<file path="config.mk">
export PLATFORM = sky130hd
export DESIGN_NAME = ldpc_status_monitor
export DESIGN_NICKNAME = d
export VERILOG_FILES = /design/src/rtl/ldpc_status_monitor.sv
export SDC_FILE = /design/constraint.sdc
export NUM_CORES = 1
export LEC_CHECK = 0
export CAP_MARGIN = 20
export CORE_UTILIZATION = 46
export DETAILED_ROUTE_END_ITERATION = 10
export PLACE_DENSITY_LB_ADDON = 0.12
export SETUP_SLACK_MARGIN = 0.15
export SYNTH_ARGS = -nofsm -noshare
export SYNTH_HDL_FRONTEND = slang
export SYNTH_SLANG_ARGS = --single-unit
export TNS_END_PERCENT = 30
</file>
<file path="constraint.sdc">
create_clock -name data_clk -period 3.6 [get_ports data_clk]
set_input_delay 0.72 -clock data_clk [delete_from_list [all_inputs] [get_ports data_clk]]
set_output_delay 0.72 -clock data_clk [all_outputs]
set_load 0.005 [all_outputs]
</file>
<file path="src/rtl/ldpc_status_monitor.sv">
`default_nettype none
// ============================================================================
// ldpc_status_monitor : LDPC decoder status statistics with block limit & snapshot
// Revision 1.0
// ============================================================================
module ldpc_status_monitor #(
  parameter int BLK_W = 64,
  parameter int ERR_W = 32,
  parameter int SUM_W = 48
) (
  input  logic             data_clk,
  input  logic             data_resetn,
  input  logic             en,
  input  logic             clear,
  input  logic [BLK_W-1:0] block_limit,
  input  logic [31:0]      s_axis_status_tdata,
  input  logic             s_axis_status_tvalid,
  output logic             s_axis_status_tready,
  output logic [BLK_W-1:0] finished_blocks,
  output logic [ERR_W-1:0] failed_blocks,
  output logic [SUM_W-1:0] iter_sum,
  output logic [7:0]       iter_max,
  output logic             done,
  input  logic             snap_req,
  output logic             snap_valid,
  output logic [BLK_W-1:0] snap_finished,
  output logic [ERR_W-1:0] snap_failed,
  output logic [SUM_W-1:0] snap_iter_sum
);

  typedef enum logic [1:0] {
    IDLE = 2'd0,
    RUN  = 2'd1,
    DONE = 2'd2
  } state_t;

  state_t             state_q, state_d;
  logic [1:0]         rst_sync_q, rst_sync_d;
  logic [BLK_W-1:0]   finished_q, finished_d;
  logic [ERR_W-1:0]   failed_q, failed_d;
  logic [SUM_W-1:0]   iter_sum_q, iter_sum_d;
  logic [7:0]         iter_max_q, iter_max_d;
  logic               done_q, done_d;
  logic               snap_valid_q, snap_valid_d;
  logic [BLK_W-1:0]   snap_finished_q, snap_finished_d;
  logic [ERR_W-1:0]   snap_failed_q, snap_failed_d;
  logic [SUM_W-1:0]   snap_iter_sum_q, snap_iter_sum_d;

  logic               limit_hit;
  logic               tready;
  logic               accept;
  logic [7:0]         iter_used;
  logic               pass_flag;
  logic [SUM_W:0]     sum_ext;
  logic               unused_tdata;

  assign iter_used    = s_axis_status_tdata[7:0];
  assign pass_flag    = s_axis_status_tdata[8];
  assign unused_tdata = ^s_axis_status_tdata[31:9];

  // Limit check uses the registered count so tready drops the cycle after the last accept
  assign limit_hit = (block_limit != '0) && (finished_q >= block_limit);
  assign tready    = (state_q == RUN) && en && !clear && !limit_hit;
  assign accept    = s_axis_status_tvalid && tready;
  assign sum_ext   = {1'b0, iter_sum_q} + (SUM_W+1)'(iter_used);

  always_comb begin
    rst_sync_d = {rst_sync_q[0], 1'b1};
    state_d    = state_q;
    case (state_q)
      IDLE: if (en && rst_sync_q[1]) state_d = RUN;
      RUN: begin
        if (limit_hit)  state_d = DONE;
        else if (!en)   state_d = IDLE;
      end
      DONE:    state_d = DONE;
      default: state_d = IDLE;
    endcase
    if (clear) state_d = IDLE;
    done_d = (state_d == DONE);
  end

  always_comb begin
    finished_d = finished_q;
    failed_d   = failed_q;
    iter_sum_d = iter_sum_q;
    iter_max_d = iter_max_q;
    if (clear) begin
      finished_d = '0;
      failed_d   = '0;
      iter_sum_d = '0;
      iter_max_d = '0;
    end else if (accept) begin
      if (finished_q != '1) finished_d = finished_q + BLK_W'(1);
      if (!pass_flag && (failed_q != '1)) failed_d = failed_q + ERR_W'(1);
      iter_sum_d = sum_ext[SUM_W] ? '1 : sum_ext[SUM_W-1:0];
      if (iter_used > iter_max_q) iter_max_d = iter_used;
    end
  end

  // Snapshot captures the post-update values so a coincident accept is included
  always_comb begin
    snap_valid_d    = 1'b0;
    snap_finished_d = snap_finished_q;
    snap_failed_d   = snap_failed_q;
    snap_iter_sum_d = snap_iter_sum_q;
    if (clear) begin
      snap_finished_d = '0;
      snap_failed_d   = '0;
      snap_iter_sum_d = '0;
    end else if (snap_req) begin
      snap_valid_d    = 1'b1;
      snap_finished_d = finished_d;
      snap_failed_d   = failed_d;
      snap_iter_sum_d = iter_sum_d;
    end
  end

  always_ff @(posedge data_clk or negedge data_resetn) begin
    if (!data_resetn) begin
      rst_sync_q      <= '0;
      state_q         <= IDLE;
      finished_q      <= '0;
      failed_q        <= '0;
      iter_sum_q      <= '0;
      iter_max_q      <= '0;
      done_q          <= 1'b0;
      snap_valid_q    <= 1'b0;
      snap_finished_q <= '0;
      snap_failed_q   <= '0;
      snap_iter_sum_q <= '0;
    end else begin
      rst_sync_q      <= rst_sync_d;
      state_q         <= state_d;
      finished_q      <= finished_d;
      failed_q        <= failed_d;
      iter_sum_q      <= iter_sum_d;
      iter_max_q      <= iter_max_d;
      done_q          <= done_d;
      snap_valid_q    <= snap_valid_d;
      snap_finished_q <= snap_finished_d;
      snap_failed_q   <= snap_failed_d;
      snap_iter_sum_q <= snap_iter_sum_d;
    end
  end

  assign s_axis_status_tready = tready;
  assign finished_blocks      = finished_q;
  assign failed_blocks        = failed_q;
  assign iter_sum             = iter_sum_q;
  assign iter_max             = iter_max_q;
  assign done                 = done_q;
  assign snap_valid           = snap_valid_q;
  assign snap_finished        = snap_finished_q;
  assign snap_failed          = snap_failed_q;
  assign snap_iter_sum        = snap_iter_sum_q;

endmodule
`default_nettype wire

</file>
==> metrics.md, run 1 <==
| Metric | Value |
|---|---|
| Status | `finished, violations left` |
| Failing checks | `setup timing` |
| Initial antenna violation count | `1` |
| Grt ovf | `0` |
| Synth top area cells | `dfrtp_1 46%, ha_1 6.2%, nor2_1 5.2%` |
| Synth warnings | `0` |
| # nets final | `around 2,500` |
| Vias in the first global route | `16,230` |
| Hold Crit Class | `primary input to asynchronous set/reset pin` |
| Synthesis-to-finish area growth | `52.43%` |
| Port bufs | `approximately 380` |
| Synthesized flop and latch total | `302` |
| Clk sink count | `slightly above 300` |
| Leakage power | `~11 nW` |
| Net Count, Synth | `roughly 2,000` |
| DIE AREA | `around 0.037 sq mm` |
| EDFF count, synth | `0` |
| Fin. Hold Viols | `0` |
| Yosys top cell by area | `dfrtp_1` |
| Antenna Nets Post-Route | `0` |
| TritonCTS clock tree | `built` |
| Initial Util | `0.4726` |
| Cts hold-fix bufs | `0` |
| First-pass GRT wire length | `approximately 90 mm` |
| CP startpoint kind | `primary input` |
| Vias after detailed routing | `16,870` |
| RSZ-0062 raised after global routing | `true` |
| Largest net degree at the start of global routing | `208` |
| CTS H-tree depth | `2` |
| Layout Skew | `14.79 ps` |
| Async S/R FF share, synth | `1.000` |
| Routed WL per cell | `21.34 um` |
| Crit Path Max Fanout | `2` |
| CP arrival | `2910 ps` |
| Max Cap Viol | `0` |
| Fill count | `roughly 2,600` |
| Bufs on Longest Clock Path | `3` |
| Fmax | `275.2 MHz` |
| Num CTS Buffers | `36` |
| CTS root buf | `clkbuf_16` |
| Crit path required time | `2880 ps` |
| Crit path time final | `approximately 3600 ps` |
| Core area | `about 0.035 sq mm` |
| PwrDens | `between 300 and 400 mW/mm^2` |
| DR iter-0 viols | `1,372` |
| Total wire length | `~60 mm` |
| Ys flop type | `dfrtp_1` |
| Gr usage total | `0.3148` |
| Rows | `between 60 and 70` |
| Slew Limit Fails | `0` |
| Vias per inst | `around 6.0` |
| DRT Pass-1 Iters | `5` |
| Cell Area, Synth | `around 0.016 sq mm` |
| Detailed Place HPWL | `roughly 42 mm` |
| Slew margin rel. | `0.2066` |
| Final WS setup | `-33.22 ps` |
| Critical path class | `primary input to primary output` |
| Yosys top cell area share | `0.4584` |
| Number of setup violations in the final report | `1` |
| Clock transition at path regs | `approximately 60 ps` |
| Register area share after synthesis | `0.4584` |
| Maximum vdd drop | `532.3 uV` |
| Gpl congestion | `~0.9` |
| Syn Inst Count | `~1,800` |
| Residual DRC | `0` |
| ANT cells | `0` |
| Worst skew pair latency | `between 500 and 600 ps` |
| Die H | `approximately 190 um` |
| Setup TNS | `-33.22 ps` |
| Worst Tran Pin Value | `1190 ps` |
| Ports | `between 400 and 500` |
| Avg Cell Area, Syn | `roughly 9.2 sq um` |
| CP endpoint kind | `primary output` |
| Die X | `about 190 um` |
| Post-layout util | `0.7204` |
| Share of layout cells above drive strength 1 | `0.2319` |
| Final Cycle Share | `1.009` |
| Yosys cell types | `60` |
## kinds of logic after synthesis
kind of cell,synth area share
fa+ha+maj,0.06344
simple gates,0.2221
buf+inv,0.04827
mux,0.007133
flops,0.4584
xor+xnor,0.03878
other cells,0.0002275
compound gates,0.1617
## Yosys cell counts (all sizes together) (2+ instances only)
cell / number
nand2: 103
and2: 31
xor2: 63
o31a: 2
a221o: 3
xnor2: 10
a21oi: 86
nor3: 37
clkbuf: 92
a41oi: 10
nand4b: 6
and4: 12
and3: 28
mux2i: 5
o41a: 3
nand3: 83
o31ai: 18
a311o: 2
buf: 15
ha: 82
or4: 12
or3: 28
a32o: 6
o211ai: 5
a2111oi: 2
a31oi: 39
nor2b: 4
nor2: 229
a311oi: 32
dfrtp: 302
a31o: 2
mux2: 6
or2: 7
o21ai: 57
nand2b: 11
a211oi: 77
nor4: 43
inv: 101
a21o: 17
nor4b: 4
nand4: 85
a22o: 20
## stage by stage
step	std cells	hold WS [ps]	power (mW)	worst slack, ps	cell area (sq um)
after global placement	2715	333.9	4.276	-855.5	22000
final	2818	237.1	8.298	-33.22	25130
after global routing	2818	300.1	8.563	-92.12	25130
after CTS	2800	298.9	8.306	-78.78	24130
after detailed placement	2715	341.8	4.290	-906.2	22000
after floorplan	1793	331.2	3.830	62.20	16490
## power breakdown
part / leakage (nW) / internal [mW] / total, mW / switching, mW
registers: 4.15 / 3.46 / 3.50 / 0.0453
logic: 5.86 / 0.338 / 0.780 / 0.441
clock network: 0.640 / 2.56 / 4.01 / 1.45
total: 10.6 / 6.36 / 8.30 / 1.94
## routing by layer
layer | track usage | part of all wire
met5 | 0 | 0.00020
met2 | 0.4987 | 0.47
met4 | 0.1480 | 0.048
met1 | 0.4144 | 0.40
met3 | 0.06113 | 0.082
## path summary, 6_finish.rpt
check | start | end | slack, ps | cells after the start
worst max register to register | finished_blocks[0] | snap_failed[30] | 70 | 15
worst max-delay path | block_limit[14] | s_axis_status_tready | -30 | 12
max in group asynchronous | data_resetn | iter_sum[43] | 2500 | 2
min in group data_clk | rst_sync_q[0] | rst_sync_q[1] | 350 | 0
worst min register to register | rst_sync_q[0] | rst_sync_q[1] | 350 | 0
worst min-delay path | data_resetn | finished_blocks[11] | 240 | 1
## worst max-delay path: stages
cell	delay (ps)
dlygate4sd2_1	280
inv_1	60
ha_1	300
nand4_1	140
or2_4	160
a21oi_1	50
o41a_1	420
buf_6	140
o41ai_4	280
nand2_2	150
inv_4	110
buf_6	100
## layout make-up
cell class	count	area (sq um)	area share
multi-input combinational	1282	9492	0.3777
sequential	302	7559	0.3008
tap	455	569.3	0.02265
timing repair buffer	613	5823	0.2317
clock inverter	16	286.5	0.01140
inverter	102	385.4	0.01533
clock buffer	48	1017	0.04048
## what timing repair did
action | in CTS | in global routing
hold endpoints to repair | 0 | 0
resized for setup | 214 | 164
pin swaps | 79 | 77
cloned | 3 | 3
setup endpoints to repair | 286 | 225
setup buffers | 18 | 16
## flip-flops by register name, indices dropped and copies added, names as in the netlist
| signal | cells |
|---|---|
| done | 1 |
| failed_blocks | 32 |
| snap_valid | 1 |
| snap_failed | 32 |
| iter_sum | 48 |
| state_q | 2 |
| rst_sync_q | 2 |
| finished_blocks | 64 |
| iter_max | 8 |
| snap_finished | 64 |
| snap_iter_sum | 48 |
## placed cells by master (no fill, tap or decap), drive strengths merged, types with 18 or more instances in the layout
cell,Yosys,routed
a311oi,32,32
clkbuf,92,57
clkdlybuf4s50,0,309
xor2,63,63
dfrtp,302,302
a21oi,86,86
and3,28,28
a211oi,77,77
nand4,85,85
a22o,20,20
ha,82,82
or3,28,28
nand2,103,103
nor4,43,43
o21ai,57,57
buf,15,237
o31ai,18,18
dlygate4sd2,0,43
nor3,37,37
nand3,83,83
a31oi,39,39
inv,101,102
and2,31,31
nor2,229,229
Power figures use the tool's default switching activity.
==> run 2: changes to the inputs <==
--- a/config.mk
+++ b/config.mk
@@ -10,6 +10,7 @@
 export DETAILED_ROUTE_END_ITERATION = 10
 export PLACE_DENSITY_LB_ADDON = 0.12
 export SETUP_SLACK_MARGIN = 0.15
+export SKIP_CTS_REPAIR_TIMING = 1
 export SYNTH_ARGS = -nofsm -noshare
 export SYNTH_HDL_FRONTEND = slang
 export SYNTH_SLANG_ARGS = --single-unit
==> metrics.md, run 2 (synthesis results as in run 1) <==
| Metric | Value |
|---|---|
| Status | `finished, violations left` |
| Failing checks | `setup timing` |
| Vias in the first global route | `about 16,000` |
| Crit-path cells | `inv_2, ha_4, nand2b_4, a2111oi_4, a2111oi_4, o41a_1, o41ai_4, nand2_2, inv_2, buf_6` |
| PwrDens | `roughly 320 mW/mm^2` |
| Clk sink count | `approximately 300` |
| # nets final | `roughly 2,500` |
| Crit path time final | `around 3700 ps` |
| First-pass GRT wire length | `between 80 and 90 mm` |
| Post-route insts no fill | `2,815` |
| Worst Tran Pin Value | `1173 ps` |
| Gpl congestion | `approximately 0.93` |
| Critical path class | `flop to primary output` |
| Antenna Nets Post-Route | `0` |
| CP top delay family | `compound AO/OA/AOI/OAI gates` |
| FF-to-FF setup slack | `-100 ps` |
| Layout Skew | `between 15 and 20 ps` |
| Port bufs | `377` |
| Max Cap Viol | `0` |
| CP arrival | `3000 ps` |
| Fin. Hold Viols | `0` |
| DR iter-0 viols | `1,234` |
| CP startpoint kind | `flop` |
| RSZ-0062 raised after global routing | `true` |
| Crit path required time | `between 2000 and 3000 ps` |
| Slowest stage delay, CP | `490 ps` |
| Commonest non-fill, non-tap cell in the layout | `clkdlybuf4s50_1` |
| Tot Pwr | `approximately 8.3 mW` |
| Rows | `slightly below 70` |
| Multi-input logic area | `around 0.01 sq mm` |
| CTS H-tree depth | `2` |
| Total wire length | `roughly 60 mm` |
| Pre-CTS setup slack | `-906.2 ps` |
| CP endpoint kind | `primary output` |
| Final Cell Area | `about 0.026 sq mm` |
| Worst skew pair latency | `between 500 and 600 ps` |
| Num CTS Buffers | `36` |
| Clock transition at path regs | `approximately 50 ps` |
| Maximum vdd drop | `537.2 uV` |
| Vias per inst | `approximately 6` |
| Grt ovf | `0` |
| Die X | `191.3 um` |
| Vias after detailed routing | `approximately 17,000` |
| Commonest non-fill, non-tap cells in the layout | `312 x clkdlybuf4s50_1, 302 x dfrtp_1, 227 x nor2_1` |
| Fill count | `around 2,500` |
| Slowest cell on the critical path | `o41a_1` |
| Fmax | `~270 MHz` |
| Initial Util | `0.4726` |
| Slew Limit Fails | `0` |
| Routed WL per cell | `about 22 um` |
| Crit Path Max Fanout | `2` |
| Gr usage total | `0.3051` |
| Setup TNS | `-1147 ps` |
| Fin Hold WS | `roughly 260 ps` |
| Share of layout cells above drive strength 1 | `0.2394` |
| Slew margin rel. | `0.2179` |
| CTS root buf | `clkbuf_16` |
| Bufs on Longest Clock Path | `3` |
| Residual DRC | `0` |
| Die H | `191.3 um` |
| Detailed Place HPWL | `around 42 mm` |
| Leakage power | `11.13 nW` |
| Synthesis-to-finish area growth | `55.46%` |
| Reg area | `around 0.0076 sq mm` |
| ANT cells | `0` |
| Initial antenna violation count | `1` |
| Final Cycle Share | `1.034` |
| Hold Crit Class | `primary input to asynchronous set/reset pin` |
| Core area | `0.03488 sq mm` |
| Largest net degree at the start of global routing | `208` |
| DRT Pass-1 Iters | `5` |
| Area after DPL | `between 0.02 and 0.025 sq mm` |
| DIE AREA | `approximately 0.037 sq mm` |
| TritonCTS clock tree | `built` |
| Ports | `roughly 400` |
| Crit path buffers/inverters | `3` |
| Post-layout util | `0.7348` |
| Number of setup violations in the final report | `20` |
| Placed cells | `2,715` |
| Final WS setup | `-122.8 ps` |
run 2: cell count changes in the layout (fill, tap and decap cells not counted), moves of 6 or more:
cell | before | now
dlymetal6s2s_1 | 3 | 61
dlygate4sd2_1 | 43 | 0
xor2_1 | 47 | 38
xor2_2 | 16 | 25
clkdlybuf4s15_1 | 8 | 0
a21oi_1 | 71 | 64
a21oi_2 | 15 | 22
o21ai_0 | 40 | 33
a31oi_1 | 35 | 29
clkbuf_2 | 6 | 0
run 2: area by class of cell:
cell class	count	area share
timing repair buffer	610	0.2351
clock buffer	48	0.03969
tap	455	0.02221
inverter	102	0.01494
sequential	302	0.2949
clock inverter	16	0.01118
multi-input combinational	1282	0.3820
run 2: worst reg2reg max path: stages (launching register included):
cell and delay (ps):
dfrtp_1 380, inv_2 100, ha_4 200, nand2b_4 140, a2111oi_4 350, a2111oi_4 80, o41a_1 490, o41ai_4 400
buf_4 200, buf_12 120, buf_12 100, buf_6 80, buf_8 100, nand3_4 70, buf_6 160, or3_4 340
a311oi_2 270
run 2: per-layer routing:
metal	global-route usage	vias up	share of wire
li1	-	7646	-
met1	0.4074	8286	0.40
met2	0.4817	755	0.47
met3	0.05930	164	0.079
met4	0.1322	2	0.046
met5	0	-	0.00020
run 2: power breakdown:
part / internal, mW / switching [mW] / total, mW
combinational: 0.350 / 0.444 / 0.794
sequential: 3.46 / 0.0456 / 3.50
clock: 2.56 / 1.45 / 4.01
run 2: worst paths after layout:
path	from	end	cells after the start
max	finished_blocks[0]	s_axis_status_tready	10
min	data_resetn	snap_finished[9]	1
max reg2reg	finished_blocks[0]	snap_failed[19]	16
min reg2reg	rst_sync_q[0]	rst_sync_q[1]	0
max in group asynchronous	data_resetn	iter_sum[43]	2
min in group data_clk	rst_sync_q[0]	rst_sync_q[1]	0
==> run 3: changes to the inputs <==
--- a/config.mk
+++ b/config.mk
@@ -5,7 +5,6 @@
 export SDC_FILE = /design/constraint.sdc
 export NUM_CORES = 1
 export LEC_CHECK = 0
-export CAP_MARGIN = 20
 export CORE_UTILIZATION = 46
 export DETAILED_ROUTE_END_ITERATION = 10
 export PLACE_DENSITY_LB_ADDON = 0.12
==> results of run 3 <==
No change in the layout: final DEF, timing and power equal those of run 2.
